[src/rtl/usb_reg_cmd_ctrl.sv]
// Command engine behind the FT601Q 245-FIFO wrapper: turns host packets popped from the
// RX FIFO into register-bus writes/reads and returns read responses through the TX FIFO.
module usb_reg_cmd_ctrl #(
    parameter int unsigned ADDR_W     = 16,
    parameter int unsigned MAX_LEN    = 256,
    parameter int unsigned RD_TIMEOUT = 1024
) (
    input  logic              sys_clk_i,
    input  logic              rst_i,
    input  logic [31:0]       rx_dout,
    input  logic              rx_empty,
    output logic              rx_en,
    output logic [31:0]       tx_din,
    output logic              tx_en,
    input  logic              tx_prog_full,
    output logic [ADDR_W-1:0] reg_addr,
    output logic [31:0]       reg_wdata,
    output logic              reg_wr_en,
    output logic              reg_rd_en,
    input  logic [31:0]       reg_rdata,
    input  logic              reg_rvalid,
    output logic              cmd_busy,
    output logic [15:0]       err_cnt
);

    localparam int unsigned TMO_W = $clog2(RD_TIMEOUT) + 1;
    localparam logic [TMO_W-1:0] TMO_LAST = TMO_W'(RD_TIMEOUT - 1);
    localparam logic [7:0]  SYNC_CMD  = 8'hA5;
    localparam logic [7:0]  SYNC_RSP  = 8'h5A;
    localparam logic [7:0]  OP_WR     = 8'h01;
    localparam logic [7:0]  OP_RD     = 8'h02;
    localparam logic [31:0] RD_FILLER = 32'hDEAD_BEEF;

    typedef enum logic [2:0] {
        IDLE,
        ADDR,
        WR_DATA,
        RSP_HDR,
        RD_REQ,
        RD_WAIT,
        RD_SEND
    } state_t;

    state_t            state;
    logic              op_rd;
    logic [15:0]       len;
    logic [15:0]       cnt;
    logic [ADDR_W-1:0] cur_addr;
    logic [31:0]       rd_word;
    logic [TMO_W-1:0]  tmo;
    logic              hdr_ok;
    logic              last_word;
    logic              err_sat;

    // Pop is combinational so the FIFO word is consumed in the cycle the FSM uses it
    assign rx_en = !rst_i && !rx_empty &&
                   ((state == IDLE) || (state == ADDR) || (state == WR_DATA));

    assign hdr_ok = (rx_dout[31:24] == SYNC_CMD) &&
                    ((rx_dout[23:16] == OP_WR) || (rx_dout[23:16] == OP_RD)) &&
                    (rx_dout[15:0] != 16'd0) &&
                    (32'(rx_dout[15:0]) <= MAX_LEN);

    assign last_word = (cnt == (len - 16'd1));
    assign err_sat   = (err_cnt == 16'hFFFF);

    always_ff @(posedge sys_clk_i or posedge rst_i) begin
        if (rst_i) begin
            state     <= IDLE;
            op_rd     <= 1'b0;
            len       <= '0;
            cnt       <= '0;
            cur_addr  <= '0;
            rd_word   <= '0;
            tmo       <= '0;
            tx_din    <= '0;
            tx_en     <= 1'b0;
            reg_addr  <= '0;
            reg_wdata <= '0;
            reg_wr_en <= 1'b0;
            reg_rd_en <= 1'b0;
            cmd_busy  <= 1'b0;
            err_cnt   <= '0;
        end else begin
            reg_wr_en <= 1'b0;
            reg_rd_en <= 1'b0;
            tx_en     <= 1'b0;

            case (state)
                // Illegal headers are dropped one word at a time to resync on garbage
                IDLE: begin
                    if (rx_en) begin
                        if (hdr_ok) begin
                            op_rd    <= (rx_dout[23:16] == OP_RD);
                            len      <= rx_dout[15:0];
                            cnt      <= '0;
                            cmd_busy <= 1'b1;
                            state    <= ADDR;
                        end else if (!err_sat) begin
                            err_cnt <= err_cnt + 16'd1;
                        end
                    end
                end

                ADDR: begin
                    if (rx_en) begin
                        cur_addr <= rx_dout[ADDR_W-1:0];
                        reg_addr <= rx_dout[ADDR_W-1:0];
                        state    <= op_rd ? RSP_HDR : WR_DATA;
                    end
                end

                WR_DATA: begin
                    if (rx_en) begin
                        reg_wdata <= rx_dout;
                        reg_wr_en <= 1'b1;
                        reg_addr  <= cur_addr;
                        cur_addr  <= cur_addr + ADDR_W'(1);
                        cnt       <= cnt + 16'd1;
                        if (last_word) begin
                            cmd_busy <= 1'b0;
                            state    <= IDLE;
                        end
                    end
                end

                RSP_HDR: begin
                    if (!tx_prog_full) begin
                        tx_en  <= 1'b1;
                        tx_din <= {SYNC_RSP, OP_RD, len};
                        state  <= RD_REQ;
                    end
                end

                RD_REQ: begin
                    reg_rd_en <= 1'b1;
                    reg_addr  <= cur_addr;
                    tmo       <= '0;
                    state     <= RD_WAIT;
                end

                // A missing response is replaced by a filler word so the host still gets LEN words
                RD_WAIT: begin
                    if (reg_rvalid) begin
                        rd_word <= reg_rdata;
                        state   <= RD_SEND;
                    end else if (tmo == TMO_LAST) begin
                        rd_word <= RD_FILLER;
                        if (!err_sat) begin
                            err_cnt <= err_cnt + 16'd1;
                        end
                        state <= RD_SEND;
                    end else begin
                        tmo <= tmo + TMO_W'(1);
                    end
                end

                RD_SEND: begin
                    if (!tx_prog_full) begin
                        tx_en    <= 1'b1;
                        tx_din   <= rd_word;
                        cur_addr <= cur_addr + ADDR_W'(1);
                        cnt      <= cnt + 16'd1;
                        if (last_word) begin
                            cmd_busy <= 1'b0;
                            state    <= IDLE;
                        end else begin
                            state <= RD_REQ;
                        end
                    end
                end

                default: begin
                    cmd_busy <= 1'b0;
                    state    <= IDLE;
                end
            endcase
        end
    end

endmodule

[config.mk]
export PLATFORM = sky130hd
export DESIGN_NAME = usb_reg_cmd_ctrl
export DESIGN_NICKNAME = d
export VERILOG_FILES = /design/src/rtl/usb_reg_cmd_ctrl.sv
export SDC_FILE = /design/constraint.sdc
export NUM_CORES = 1
export LEC_CHECK = 0
export BUFFER_PORTS_ARGS = -buffer_cell sky130_fd_sc_hd__buf_2
export CAP_MARGIN = 10
export CORE_ASPECT_RATIO = 2
export CORE_MARGIN = 4
export CORE_UTILIZATION = 55
export DETAILED_ROUTE_END_ITERATION = 10
export PLACE_DENSITY = 0.82
export SETUP_SLACK_MARGIN = 0.5
export SYNTH_ARGS = -nofsm -noshare
export SYNTH_HDL_FRONTEND = slang
export SYNTH_SLANG_ARGS = --single-unit
[constraint.sdc]
create_clock -name sys_clk_i -period 9.5 [get_ports sys_clk_i]
set_input_delay 1.9 -clock sys_clk_i [delete_from_list [all_inputs] [get_ports sys_clk_i]]
set_output_delay 1.9 -clock sys_clk_i [all_outputs]
set_load 0.005 [all_outputs]
Word level (Yosys, flattened, before mapping)
Index checks and enable logic that the tools add are counted.
- add/sub/neg operators: 5
- order comparisons: 1
- equality and inequality tests: 24
- muxes and demuxes: 48
- bitwise gates (word level): 1
- reduce and logical (&&, ||, !) cells: 32
- operators by type and width (cell ; number):
    2-to-1 mux 16 bit ; 13
    one-hot mux 16 bit (3 select lines) ; 3
    2-to-1 mux 32 bit ; 4
    one-hot mux 32 bit (2 select lines) ; 1
    adder 16 x 1 -> 16 bit, second input constant ; 3
    one-hot mux 16 bit (2 select lines) ; 1
    2-to-1 mux 3 bit ; 10
    2-to-1 mux 11 bit ; 2
    != test 2 bit, second input constant ; 11
    one-hot mux 11 bit (2 select lines) ; 1
    one-hot mux 3 bit (7 select lines) ; 1
    == test 16 bit ; 1
    == test 16 bit, second input constant ; 1
    less-or-equal comparator 16 x 9 -> 1 bit, second input constant ; 1
    nonzero test 16 bit ; 1
    subtractor 16 x 1 -> 16 bit, second input constant ; 1
    AND reduction 5 bit ; 3
    AND reduction 3 bit ; 4
    adder 11 x 1 -> 11 bit, second input constant ; 1
    == test 11 x 10 -> 1 bit, second input constant ; 1
    2-to-1 mux 1 bit ; 11
    == test 3 bit, second input constant ; 3
    nonzero test 3 bit ; 3
    == test 8 x 1 -> 1 bit, second input constant ; 1
    other kinds (17) ; 29
- bits in registers: 195
- output and inout bits: 101
- word-level logic and storage cells: 126

Depth between registers and ports, before layout
- word-level depth: 8
- gate-level depth with buffers: 8
- depth with buffers taken out: 8

Least setup slack after synthesis
No wires, ideal clock.
- path kind: input port to output port
- start point: input port rx_empty
- end point: output port rx_en
- arrival time: 2581 ps
- slack: 5019 ps
- stages on the path: 2
- cells stage by stage: or3_1 -> a21oi_1
- cells in the longest elaborated chain, start to end: 3
- RTL lines (what ; line ; RTL):
    start, declared ; 11 ; input logic rx_empty,
    zero test 1 bit ; 56 ; assign rx_en = !rst_i && !rx_empty &&
    logical AND 1 bit (2 in series) ; 56 ;
    end, declared ; 12 ; output logic rx_en,
No other way between the ends.

Final worst setup path
- start point: input port rst_i
- end point: output port rx_en
- cells in the longest elaborated chain, start to end: 3
- RTL lines (what ; line ; RTL):
    start, declared ; 9 ; input logic rst_i,
    zero test 1 bit (no source line) ; n/a ;
    logical AND 1 bit (2 in series) ; 56 ;
No other way between the ends.

==> impl_metrics.csv <==
group,metric,value,unit
power_and_ir_drop,leakage,0.00513,uW
place,placed_cells,1208,
worst_setup_path,cp_max_fo,5,
power_and_ir_drop,ir_drop,0.000156,V
global_routing,grt_max_degree,112,
logic_synthesis,yosysSeqAreaShare,53.3,%
logic_synthesis,ys_ff_latch,195,
routing,wl_per_cell,18.1,um
cts,post_cts_resized,0,
cts,ctsLongestPathBuffers,2,
floorplan,die_y,191,um
floorplan,dieWidth,99.3,um
run_status,outcome,"finished, final reports clean",
place,dp_hpwl,16200,um
global_routing,track_usage,24.5,%
timing,fin_crit_sh,51.0,%
logic_synthesis,ys.flop_type,"dfrtp_1",
global_routing,grt_first_pass_wirelength,37300,um
worst_setup_path,reg2regPathDepth,8,
worst_setup_path,arrival,2.95,ns
worst_setup_path,cp-start-kind,"input pin",
power_and_ir_drop,intPower,1930,uW
worst_setup_path,cp_cell_sequence,"buf_2 > or3_1 > a21oi_1 > buf_2",
logic_synthesis,synthMuxAreaShare,8.22,%
final_layout,fin_util,65.6,%
cts,cts.htree.levels,4,
power_and_ir_drop,power_density,274,mW/mm2
logic_synthesis,synth_area_per_cell,10.5,um2
timing,setup-tns-final,0,ns
logic_synthesis,syn_area,0.00916,mm2
routing,wl,22400,um
floorplan,top_level_ports,170,
power_and_ir_drop,p_switching,1000,uW
final_layout,final_nets,1097,
worst_setup_path,required,7.60,ns
routing,ant_nets,0,
global_routing,grt_pass1_vias,7526,
final_layout,layout-drive-gt1-share,25.0,%
worst_hold_path,min_path_cells,2,
worst_hold_path,min_path_type,"reg -> reg",
worst_hold_path,min_from,"reg_addr[14]$_DFFE_PP0P_",
timing,worst_clock_skew,0.00756,ns
logic_synthesis,synth-simple-area-share,16.4,%
timing,finalCriticalPeriod,4.85,ns
global_routing,grt_use_met2,45.1,%
power_and_ir_drop,comb_power_share,30.7,%
routing,post-route-drc-count,0,
cts,hold_buffers,0,
floorplan,die_area,0.0189,mm2
logic_synthesis,yosys.area_share.adder,0.683,%
timing,fmax,206,MHz
worst_setup_path,crit_path_end_kind,"output pin",
logic_synthesis,synth_xor_area_share,4.67,%
worst_setup_path,timing.critical_path.mode_cell,"buf_2",
final_layout,final_cell_mix,"dfrtp_1 (195), buf_2 (169), nand2_1 (108)",
routing,num_vias,7252,
logic_synthesis,ys_async_sr_fraction,100,%
job,drv_cap,0,
logic_synthesis,yosys_warnings,0,
worst_setup_path,crit_type,"in -> out",
power_and_ir_drop,sw_frac_of_total,34.1,%
routing,first_pass_iters,4,
place,place.gp.congestion,0.840,
cts,path_clk_slew,0.07,ns
timing,slew_headroom,26.2,%
logic_synthesis,synth_edf_count,0,
logic_synthesis,synth-compound-area-share,14.1,%
timing,drv_slew,0,
floorplan,start_util,56.0,%
timing,hold_viol,0,
cts,cts_tree,"built",
routing,drt_iter0_drc,330,
logic_synthesis,syn-num-nets,948,
routing,viasPerCell,5.85,
worst_setup_path,crit_slowest_cell,"or3_1",
global_routing,grt_most_used_layer,"met2",
logic_synthesis,syn_inst,874,
global_routing,use_met3,4.32,%
worst_setup_path,max_stage_delay,0.42,ns
worst_hold_path,worstHoldEndpoint,"reg_addr[14]$_DFFE_PP0P_",
global_routing,grt-ovfl-total,0,
cts,ctsRootBufferMaster,"clkbuf_16",
floorplan,core,0.0164,mm2
cts,cts_buffers,17,
timing,grt_setup_unrepaired,"no",
worst_setup_path,rr_endpoint,"state[2]$_DFFE_PP0P_",
power_and_ir_drop,clockPowerShare,23.8,%
cts,insertion_delay,0.43,ns
global_routing,gr-usage-met1,27.9,%
final_layout,final_common_cell,"dfrtp_1",
power_and_ir_drop,total_power,2940,uW
timing,tightest_slew,1.11,ns
power_and_ir_drop,seq_power_share,45.6,%
final_layout,diodes,0,
final_layout,instances_no_fill,1240,
logic_synthesis,synth_top_family_by_area,"simple AND/OR/NAND/NOR gates",
cts,cts_num_sinks,195,
timing,setup_viol,0,
global_routing,antenna_found_initial,0,
logic_synthesis,synth_cell_types,59,
final_layout,areaGrowthSynthToFinish,17.0,%
floorplan,placementRows,66,
place,port_buffers,169,
cts,cts_post_setup_buffers_inserted,0,
worst_setup_path,r2r_slack,6.29,ns
worst_setup_path,r2r-start,"len[0]$_DFFE_PP0P_",
==> through the flow <==
step / setup slack, ns / hold WS [ns] / instance area [um2]
floorplan: 2.29 / 0.451 / 9160
global route: 4.55 / 0.495 / 10700
global placement: 4.69 / 0.456 / 10100
detailed placement: 4.65 / 0.464 / 10100
finish: 4.65 / 0.472 / 10700
CTS: 4.66 / 0.479 / 10700
==> cell type report <==
cell class / instances / area, um2
inverter: 16 / 67.6
tap: 204 / 255
clock buffer: 21 / 470
multi-input combinational: 617 / 4050
fill: 1359 / 5630
clock inverter: 11 / 101
sequential: 195 / 4880
timing repair buffer: 176 / 898
==> Yosys cell counts, types with 21 or more instances <==
cell	instances	area, um2
nand3_1	26	130
nor2_1	42	158
xnor2_1	35	307
mux2i_1	37	370
a21oi_1	40	200
a22o_1	21	184
o21ai_0	70	350
o22a_1	30	263
mux2_2	34	383
nand2_1	108	405
clkbuf_1	37	139
dfrtp_1	195	4880
==> sequential cells by signal, summed over array words and instances, names as in the netlist <==
| name | flops |
|---|---|
| cur_addr | 16 |
| rd_word | 32 |
| reg_wr_en | 1 |
| state | 3 |
| reg_addr | 16 |
| tmo | 11 |
| len | 16 |
| tx_en | 1 |
| reg_rd_en | 1 |
| reg_wdata | 32 |
| err_cnt | 16 |
| cmd_busy | 1 |
| op_rd | 1 |
| cnt | 16 |
| tx_din | 32 |
==> worst max-delay path by stage <==
stage / cells after the start / slack (ns) / end / start
CTS: 4 / 4.66 / rx_en / rst_i
global route: 4 / 4.55 / rx_en / rst_i
finish: 4 / 4.65 / rx_en / rst_i
floorplan: 1 / 2.29 / cmd_busy$_DFFE_PP0P_ / rst_i
detailed placement: 4 / 4.65 / rx_en / rst_i
global placement: 4 / 4.69 / rx_en / rst_i
==> cells by family (layout without fill, tap and decap cells) <==
group | after synthesis | count (layout)
xor+xnor | 48 | 48
mux | 71 | 71
compound gates | 199 | 199
fa+ha+maj | 5 | 5
simple gates | 294 | 294
buf+inv | 62 | 224
flops | 195 | 195
==> worst max-delay path: cells and delay by family <==
kind | cells | cell delay, ns
AO/OA/AOI/OAI | 1 | 0.29
AND/OR/NAND/NOR | 1 | 0.42
buffers and inverters | 2 | 0.33
==> per-layer routing <==
layer | part of all wire (%) | wire length (um)
met1 | 37 | 8370
met2 | 56 | 12500
met3 | 4.8 | 1090
met4 | 1.9 | 422
met5 | 0 | 0
==> power groups by stage <==
stage | logic, uW | clock network [uW] | registers, uW
floorplan | 575 | 0 | 1310
global placement | 882 | 0 | 1330
detailed placement | 915 | 0 | 1350
CTS | 918 | 713 | 1340
global route | 1010 | 745 | 1380
finish | 900 | 697 | 1340
No activity file was read; power rests on OpenSTA's default activity.
